**src/rtl/slant_pkg.sv**
```systemverilog
`default_nettype none
// ============================================================================
// Module      : slant_pkg
// Description : Shared encodings and helpers for the slant buffer controller.
// Revision    : 1.0 - initial release
// ============================================================================
package slant_pkg;

    localparam logic [1:0] ST_IDLE  = 2'd0;
    localparam logic [1:0] ST_ARM   = 2'd1;
    localparam logic [1:0] ST_RUN   = 2'd2;
    localparam logic [1:0] ST_FAULT = 2'd3;

    localparam logic [1:0] MODE_STATIC   = 2'd0;
    localparam logic [1:0] MODE_PROG     = 2'd1;
    localparam logic [1:0] MODE_ROT      = 2'd2;
    localparam logic [1:0] MODE_STATIC_B = 2'd3;

    localparam logic [1:0] ADDR_CTRL    = 2'd0;
    localparam logic [1:0] ADDR_MASK    = 2'd1;
    localparam logic [1:0] ADDR_DIV     = 2'd2;
    localparam logic [1:0] ADDR_TIMEOUT = 2'd3;

    localparam logic [3:0] PAT_INIT = 4'b0001;
    localparam int         TO_SHIFT = 8;

    // First pattern of a mode's sequence: sequenced modes start at one phase.
    function automatic logic [3:0] pat_start(input logic [1:0] mode, input logic [3:0] mask);
        return ((mode == MODE_PROG) || (mode == MODE_ROT)) ? PAT_INIT : mask;
    endfunction

endpackage
`default_nettype wire

```
**src/rtl/slant_mem_ctrl_watchdog.sv**
```systemverilog
`default_nettype none
// ============================================================================
// Module      : frame_watchdog
// Description : Saturating cycles-since-SOF counter with limit comparison.
// Revision    : 1.0 - initial release
// ============================================================================
module frame_watchdog #(
    parameter int WD_W = 24
) (
    input  logic            Cclk,
    input  logic            rstn,
    input  logic            clr,
    input  logic            run,
    input  logic [WD_W-1:0] limit,
    output logic            expired
);

    logic [WD_W-1:0] r_count;

    always_ff @(posedge Cclk or negedge rstn) begin
        if (!rstn) begin
            r_count <= '0;
        end else if (clr || !run) begin
            r_count <= '0;
        end else if (r_count != {WD_W{1'b1}}) begin
            r_count <= r_count + WD_W'(1);
        end
    end

    // A zero limit means the watchdog is switched off.
    assign expired = run && (limit != '0) && (r_count >= limit);

endmodule
`default_nettype wire

```
**src/rtl/slant_mem_ctrl.sv**
```systemverilog
`default_nettype none
// ============================================================================
// Module      : slant_mem_ctrl
// Description : Frame-synchronous phase-enable controller for the slant buffer.
// Revision    : 1.0 - initial release
// ============================================================================
module slant_mem_ctrl
    import slant_pkg::*;
#(
    parameter int WD_W = 24
) (
    input  logic        Cclk,
    input  logic        rstn,
    input  logic        s_axis_video_tvalid,
    input  logic        s_axis_video_tuser,
    input  logic        cfg_we,
    input  logic        cfg_re,
    input  logic [1:0]  cfg_addr,
    input  logic [15:0] cfg_wdata,
    output logic [15:0] cfg_rdata,
    output logic [3:0]  Mem_cont,
    output logic        fault,
    output logic [15:0] frame_cnt
);

    logic        r_enable;
    logic [1:0]  r_mode;
    logic [3:0]  r_mask;
    logic [7:0]  r_div;
    logic [15:0] r_timeout;
    logic [15:0] r_rdata;

    logic [1:0]  r_state;
    logic [1:0]  r_run_mode;
    logic [3:0]  r_pattern;
    logic [7:0]  r_rot_cnt;
    logic [15:0] r_frame_cnt;
    logic        r_fault;

    logic        w_sof;
    logic        w_clr;
    logic        w_accept;
    logic        w_wd_expired;
    logic [1:0]  w_state_nxt;
    logic [7:0]  w_div_eff;
    logic        w_rot_step;
    logic [WD_W-1:0] w_limit;

    assign w_sof     = s_axis_video_tvalid && s_axis_video_tuser;
    assign w_clr     = cfg_we && (cfg_addr == ADDR_CTRL) && cfg_wdata[3];
    assign w_accept  = w_sof && r_enable && ((r_state == ST_ARM) || (r_state == ST_RUN));
    assign w_div_eff = (r_div == 8'd0) ? 8'd1 : r_div;
    assign w_rot_step = ({1'b0, r_rot_cnt} + 9'd1) >= {1'b0, w_div_eff};
    assign w_limit   = WD_W'(r_timeout) << TO_SHIFT;

    frame_watchdog #(
        .WD_W (WD_W)
    ) u_watchdog (
        .Cclk    (Cclk),
        .rstn    (rstn),
        .clr     (w_accept),
        .run     (r_state == ST_RUN),
        .limit   (w_limit),
        .expired (w_wd_expired)
    );

    always_ff @(posedge Cclk or negedge rstn) begin
        if (!rstn) begin
            r_enable  <= 1'b0;
            r_mode    <= MODE_STATIC;
            r_mask    <= 4'h0;
            r_div     <= 8'h00;
            r_timeout <= 16'h0000;
        end else if (cfg_we) begin
            case (cfg_addr)
                ADDR_CTRL: begin
                    r_enable <= cfg_wdata[0];
                    r_mode   <= cfg_wdata[2:1];
                end
                ADDR_MASK:    r_mask    <= cfg_wdata[3:0];
                ADDR_DIV:     r_div     <= cfg_wdata[7:0];
                default:      r_timeout <= cfg_wdata;
            endcase
        end
    end

    always_ff @(posedge Cclk or negedge rstn) begin
        if (!rstn) begin
            r_rdata <= 16'h0000;
        end else if (cfg_re) begin
            case (cfg_addr)
                ADDR_CTRL: r_rdata <= {10'b0, r_fault, r_state, r_mode, r_enable};
                ADDR_MASK: r_rdata <= {12'b0, r_mask};
                ADDR_DIV:  r_rdata <= {8'b0, r_div};
                default:   r_rdata <= r_frame_cnt;
            endcase
        end
    end

    // Disable overrides everything; an SOF in the expiry cycle keeps RUN alive.
    always_comb begin
        w_state_nxt = r_state;
        if (!r_enable) begin
            w_state_nxt = ST_IDLE;
        end else begin
            case (r_state)
                ST_IDLE:  w_state_nxt = ST_ARM;
                ST_ARM:   if (w_sof) w_state_nxt = ST_RUN;
                ST_RUN:   if (!w_sof && w_wd_expired) w_state_nxt = ST_FAULT;
                default:  if (w_clr && cfg_wdata[0]) w_state_nxt = ST_ARM;
            endcase
        end
    end

    always_ff @(posedge Cclk or negedge rstn) begin
        if (!rstn) begin
            r_state     <= ST_IDLE;
            r_run_mode  <= MODE_STATIC;
            r_pattern   <= 4'h0;
            r_rot_cnt   <= 8'h00;
            r_frame_cnt <= 16'h0000;
            r_fault     <= 1'b0;
        end else begin
            r_state <= w_state_nxt;

            if ((r_state == ST_IDLE) && (w_state_nxt == ST_ARM)) begin
                r_frame_cnt <= 16'h0000;
            end else if (w_accept) begin
                r_frame_cnt <= r_frame_cnt + 16'd1;
            end

            // A mode differing from the one last applied restarts its sequence.
            if (w_accept) begin
                r_run_mode <= r_mode;
                if ((r_state == ST_ARM) || (r_mode != r_run_mode)) begin
                    r_pattern <= pat_start(r_mode, r_mask);
                    r_rot_cnt <= 8'h00;
                end else begin
                    case (r_mode)
                        MODE_PROG: r_pattern <= {r_pattern[2:0], 1'b1};
                        MODE_ROT: begin
                            if (w_rot_step) begin
                                r_pattern <= {r_pattern[2:0], r_pattern[3]};
                                r_rot_cnt <= 8'h00;
                            end else begin
                                r_rot_cnt <= r_rot_cnt + 8'd1;
                            end
                        end
                        default:   r_pattern <= r_mask;
                    endcase
                end
            end

            if (w_clr) begin
                r_fault <= 1'b0;
            end else if ((r_state == ST_RUN) && (w_state_nxt == ST_FAULT)) begin
                r_fault <= 1'b1;
            end
        end
    end

    assign Mem_cont  = (r_state == ST_RUN) ? r_pattern : 4'h0;
    assign fault     = r_fault;
    assign frame_cnt = r_frame_cnt;
    assign cfg_rdata = r_rdata;

endmodule
`default_nettype wire

```
**config.mk**
```make
export PLATFORM = sky130hd
export DESIGN_NAME = slant_mem_ctrl
export DESIGN_NICKNAME = d
export VERILOG_FILES = /design/src/rtl/slant_pkg.sv /design/src/rtl/slant_mem_ctrl_watchdog.sv /design/src/rtl/slant_mem_ctrl.sv
export SDC_FILE = /design/constraint.sdc
export NUM_CORES = 1
export LEC_CHECK = 0
export ABC_CLOCK_PERIOD_IN_PS = 5050
export CAP_MARGIN = 20
export CORE_ASPECT_RATIO = 0.5
export CORE_UTILIZATION = 69
export DETAILED_ROUTE_END_ITERATION = 10
export DONT_BUFFER_PORTS = 1
export HOLD_SLACK_MARGIN = 0.03
export PLACE_DENSITY_LB_ADDON = 0.25
export SLEW_MARGIN = 10
export SYNTH_ARGS = -nofsm -noshare
export SYNTH_HDL_FRONTEND = slang
export SYNTH_SLANG_ARGS = --single-unit
```
**constraint.sdc**
```tcl
create_clock -name Cclk -period 5.05 [get_ports Cclk]
set_input_delay 1.01 -clock Cclk [delete_from_list [all_inputs] [get_ports Cclk]]
set_output_delay 1.01 -clock Cclk [all_outputs]
set_load 0.02 [all_outputs]
```
# Yosys cells after proc, flatten, opt, wreduce, memory -nomap -nowiden

Cells that the tools add are included.

Flip-flop bits (word level): 104
Input bits: 24
Output and inout bits: 37
Word-level logic and storage cells: 84

Add/sub/neg operators: 4
Magnitude comparators: 2
Eq/ne operators: 11
Muxes and demuxes: 21
Bitwise operators: 1
Reductions and logical operators: 32

Operators by type and width:

| cell                                                 | count |
|---|---|
| 2-to-1 mux 24 bit                                    | 2 |
| case mux 16 bit (3 select lines)                     | 1 |
| 2-to-1 mux 16 bit                                    | 2 |
| 2-to-1 mux 8 bit                                     | 4 |
| adder 24 x 1 -> 24 bit (second input constant)       | 1 |
| greater-or-equal comparator 24 bit                   | 1 |
| != test 24 bit (second input constant)               | 1 |
| nonzero test 24 bit                                  | 1 |
| adder 16 x 1 -> 16 bit (second input constant)       | 1 |
| 2-to-1 mux 4 bit                                     | 4 |
| AND reduction 2 bit                                  | 6 |
| logical AND 1 bit                                    | 11 |
| adder 8 x 1 -> 9 bit (second input constant)         | 1 |
| greater-or-equal comparator 9 x 8 -> 1 bit           | 1 |
| adder 8 x 1 -> 8 bit (second input constant)         | 1 |
| equality test 2 x 1 -> 1 bit (second input constant) | 4 |
| equality test 2 bit (second input constant)          | 4 |
| logical NOT 8 bit                                    | 1 |
| 2-to-1 mux 2 bit                                     | 4 |
| case mux 4 bit (2 select lines)                      | 1 |
| nonzero test 2 bit                                   | 4 |
| case mux 2 bit (3 select lines)                      | 1 |
| logical NOT 2 bit                                    | 2 |
| logical OR 1 bit                                     | 4 |
| other kinds (6)                                      | 8 |

# Depth between registers and ports, before layout

Depth after elaboration: 11
Depth in mapped cells: 11
Gate-level depth less buffers: 11

# Modules after synthesis

From an unflattened synthesis, not the netlist that was laid out.

Cells, all modules: 608
Area, all modules: 6128.4 um^2

By module, submodules not included:

| module         | times used | cells each | area an instance (um^2) | seq. area each (um^2) |
|---|---|---|---|---|
| slant_mem_ctrl | 1          | 379        | 4195.3                  | 2001.9 |
| frame_watchdog | 1          | 229        | 1933.1                  | 600.6 |

# Worst setup path before layout

No wires, ideal clock.

Path type: register -> register
Start: reg r_rot_cnt[0]
End: reg r_pattern[0]
Library setup time: 0.128 ns
Arrival: 2.641 ns
Required time: 4.922 ns
Path slack: 2.282 ns
Cell stages (with the launch flop): 12
Buffers on the path: 0
Period minus slack after synthesis: 2.768 ns
Cells stage by stage: dfrtp_1 -> ha_1 -> and3_1 -> and2_1 -> xnor2_1 -> inv_1 -> ha_1 -> and3_1 -> and3_1 -> a2111oi_4 -> a31oi_2 -> mux2_1

Word-level cells in the longest chain between the ends: 4

RTL lines:

| item                                       | line                  | text |
|---|---|---|
| start, declared                            | slant_mem_ctrl.sv:36  | `logic [7:0] r_rot_cnt;` |
| start signal, assigned                     | slant_mem_ctrl.sv:146 | `r_rot_cnt <= r_rot_cnt + 8'd1;` |
| adder 8 x 1 -> 9 bit                       | slant_mem_ctrl.sv:53  | `assign w_rot_step = ({1'b0, r_rot_cnt} + 9'd1) >= {1'b0, w_div_eff};` |
| greater-or-equal comparator 9 x 8 -> 1 bit | slant_mem_ctrl.sv:53  |  |
| != test 3 bit (no source line)             | n/a                   |  |
| AND reduction 2 bit (no source line)       | n/a                   |  |
| end signal, assigned                       | slant_mem_ctrl.sv:136 | `r_pattern <= pat_start(r_mode, r_mask);` |
| end signal, assigned                       | slant_mem_ctrl.sv:140 | `MODE_PROG: r_pattern <= {r_pattern[2:0], 1'b1};` |
| end signal, assigned                       | slant_mem_ctrl.sv:143 | `r_pattern <= {r_pattern[2:0], r_pattern[3]};` |
| end, declared                              | slant_mem_ctrl.sv:35  | `logic [3:0] r_pattern;` |

Every way passes these cells.
A chain may end at the register's enable or synchronous reset.

# Final worst setup path

Start: reg r_rot_cnt[0]
End: reg r_rot_cnt[5]

Word-level cells in the longest chain between the ends: 5
Elaborated cells on any way between the ends: 6
Those cells by class: 2 x add/sub; 1 x order compare; 3 x mux

RTL lines:

| item                                       | line                  | text |
|---|---|---|
| adder 8 x 1 -> 9 bit                       | slant_mem_ctrl.sv:53  |  |
| greater-or-equal comparator 9 x 8 -> 1 bit | slant_mem_ctrl.sv:53  |  |
| 2-to-1 mux 8 bit *                         | slant_mem_ctrl.sv:142 | `if (w_rot_step) begin` |
| 2-to-1 mux 8 bit *                         | slant_mem_ctrl.sv:139 | `case (r_mode)` |
| 2-to-1 mux 8 bit *                         | slant_mem_ctrl.sv:135 | `if ((r_state == ST_ARM) \|\| (r_mode != r_run_mode)) begin` |

Every way passes the cells marked *; elsewhere a longest branch is shown, timed or not. The select of a mux whose other input is x is not followed.

==> impl_metrics.env <==
export IMPL_worst_slack_ns=1.965
export IMPL_clkSinkCount=104
export IMPL_die_x_um=131.9
export IMPL_grt_remaining_overflow=0
export IMPL_rsz0062_at_grt="no"
export IMPL_crit_start="r_rot_cnt[0]"
export IMPL_worst_pin_slew_ns=0.8149
export IMPL_dieArea_um2=8829
export IMPL_yosys_area_top_type="dfrtp_1"
export IMPL_async_flop_share=1.000
export IMPL_ios=61
export IMPL_post_place_cells=668
export IMPL_n_antenna_cell=0
export IMPL_drv_slew=0
export IMPL_p_per_area_nw_per_um2=329.4
export IMPL_synth_distinct_cells=59
export IMPL_cp_required_ns=5.32
export IMPL_ys_seq_elements=104
export IMPL_ctsHoldBuffers=0
export IMPL_finalClockSkew_ns=0.007832
export IMPL_final_area_um2=6141
export IMPL_cp_arrival_ns=3.35
export IMPL_via_per_inst=6.240
export IMPL_critPathMaxFanout=8
export IMPL_ys_flop_type="dfrtp_1"
export IMPL_status="complete, no violations"
export IMPL_ys_warn_count=0
export IMPL_post_cts_buffers=0
export IMPL_fin_crit_ns=3.085
export IMPL_clockRootBuffer="clkbuf_16"
export IMPL_clock_fmax_mhz=324.2
export IMPL_post_cts_resized=0
export IMPL_layout_common_cells="dfrtp_1 (104), inv_1 (55), nand2_1 (50)"
export IMPL_dr_pass1_iters=5
export IMPL_post_dp_hpwl_um=8836
export IMPL_worst_setup_path_type="flop to flop"
export IMPL_synth_edf_count=0
export IMPL_place_congestion=0.8892
export IMPL_finalCritPeriodShare=0.6108
export IMPL_synth_fp_nets=632
export IMPL_wire_per_inst_um=18.18
export IMPL_drcViolationCount=0
export IMPL_hold_viol=0
export IMPL_synth_area_top_cells="dfrtp_1 (45%), ha_1 (7.5%), mux2_2 (6.2%)"
export IMPL_first_global_vias=4121
export IMPL_antenna_left=0
export IMPL_fp_row_count=23
export IMPL_drtIter0Drc=283
export IMPL_num_vias=4268
export IMPL_power_mw=2.023
export IMPL_final_cells=684
export IMPL_nNetsFinal=626
export IMPL_cts_buffers=9
export IMPL_syn_avg_cell_area_um2=10.16
export IMPL_syn_inst=573
export IMPL_grt_pass1_wl_um=20280
export IMPL_leakage_nw=2.810
export IMPL_final_common_cell="dfrtp_1"
export IMPL_path_clk_slew_ns=0.07
export IMPL_r2r_start="r_rot_cnt[0]"
export IMPL_cts_tree="yes"
export IMPL_min_path_type="input pin to async pin"
export IMPL_syn_to_final_growth_pct=5.503
export IMPL_cts_buffer_depth=2
export IMPL_critPathLaunchType="flop"
export IMPL_numPortBuffers=0
export IMPL_maxCapViolations=0
export IMPL_setup_viol=0
export IMPL_antenna_found_initial=0
export IMPL_htreeDepth=3
export IMPL_setup_tns_ns=0
export IMPL_grtUsageTotal=0.3026
export IMPL_grt_max_degree=105
export IMPL_wl_um=12440
export IMPL_drive_gt1_frac=0.1101
export IMPL_core_region_area_um2=8087
export IMPL_die_y_um=66.95
export IMPL_synth_seq_area_share=0.4471
export IMPL_place_ws_ns=1.985
export IMPL_syn_area_um2=5821
export IMPL_dpl_cell_area_um2=5863
export IMPL_clock_latency_ns=0.36
export IMPL_synth_top_area_share=0.4471
export IMPL_end_kind="flop"
export IMPL_vdd_drop_max_mv=0.2540
export IMPL_max_slew_margin=0.4552
export IMPL_initial_core_util=0.7198
-- logic make-up (layout without fill, tap and decap cells) --
group | Yosys count | in the layout | synth area share
DFF | 104 | 104 | 0.4471
AOI/OAI and AO/OA | 92 | 92 | 0.1109
muxes | 45 | 45 | 0.09372
adders and majority gates | 35 | 35 | 0.07524
buffers and inverters | 72 | 71 | 0.05224
xor gates and xnor gates | 31 | 31 | 0.04665
and+or+nand+nor | 194 | 194 | 0.1741
-- cells in the mapped netlist, types with 10 or more instances --
cell and n:
dfrtp_1 104, nor2_1 45, inv_1 55, o21ai_0 19, and2_1 10, o22ai_1 10, nor3_1 13, nand2_1 50
xnor2_1 24, mux2_2 32, nand4_1 13, a21oi_1 14, ha_1 35, nand3_1 19, o211ai_1 10
-- sequential cells by signal, summed over array words and instances, names as in the netlist --
register	count
u_watchdog.r_count	24
cfg_rdata	16
frame_cnt	16
r_timeout	16
r_div	8
r_rot_cnt	8
r_mask	4
r_pattern	4
r_mode	2
r_run_mode	2
r_state	2
fault	1
r_enable	1
-- report_power, final --
part / internal, mW / switching [mW]
Combinational: 0.156 / 0.159
Clock: 0.340 / 0.337
Sequential: 0.921 / 0.110
-- metrics by stage --
stage | util | hold slack, ns
after detailed placement | 0.7251 | 0.4991
after CTS | 0.7594 | 0.3328
after global placement | 0.7251 | 0.4847
final | 0.7594 | 0.3435
after floorplan | - | 0.4683
after global routing | 0.7594 | 0.3274
-- final cells by class --
| type | count | area, um2 |
|---|---|---|
| clock buffer | 9 | 225.2 |
| clock inverter | 7 | 52.55 |
| fill | 527 | 1946 |
| inverter | 55 | 206.4 |
| multi-input combinational | 397 | 2914 |
| sequential | 104 | 2603 |
| tap | 112 | 140.1 |
-- final timing paths --
path | to | slack, ns | cells past startpoint
min in group Cclk | r_pattern[2] | 0.52 | 1
max reg2reg | r_rot_cnt[5] | 1.97 | 11
min | cfg_rdata[13] | 0.34 | 0
max | r_rot_cnt[5] | 1.97 | 11
max in group asynchronous | u_watchdog.r_count[21] | 4.51 | 0
min reg2reg | r_pattern[2] | 0.52 | 1
-- critical path, cell delays in order, from the launching register on --
cell	delay [ns]
dfrtp_1	0.44
ha_1	0.24
and3_1	0.22
and2_1	0.16
xnor2_1	0.20
inv_1	0.07
ha_1	0.28
and3_1	0.18
and3_1	0.19
a2111oi_4	0.37
o2111ai_1	0.36
o21ai_0	0.27
-- routing by layer --
layer  up-vias  wire length (um)  share of wire  track usage
li1       2030                 -              -            -
met1      2129              5605           0.45       0.3788
met2        90              6054           0.49       0.5046
met3        19               584          0.047      0.08447
met4         0               190          0.015       0.1221
met5         -                 0              0            0
(Power assumes the default switching activity.)
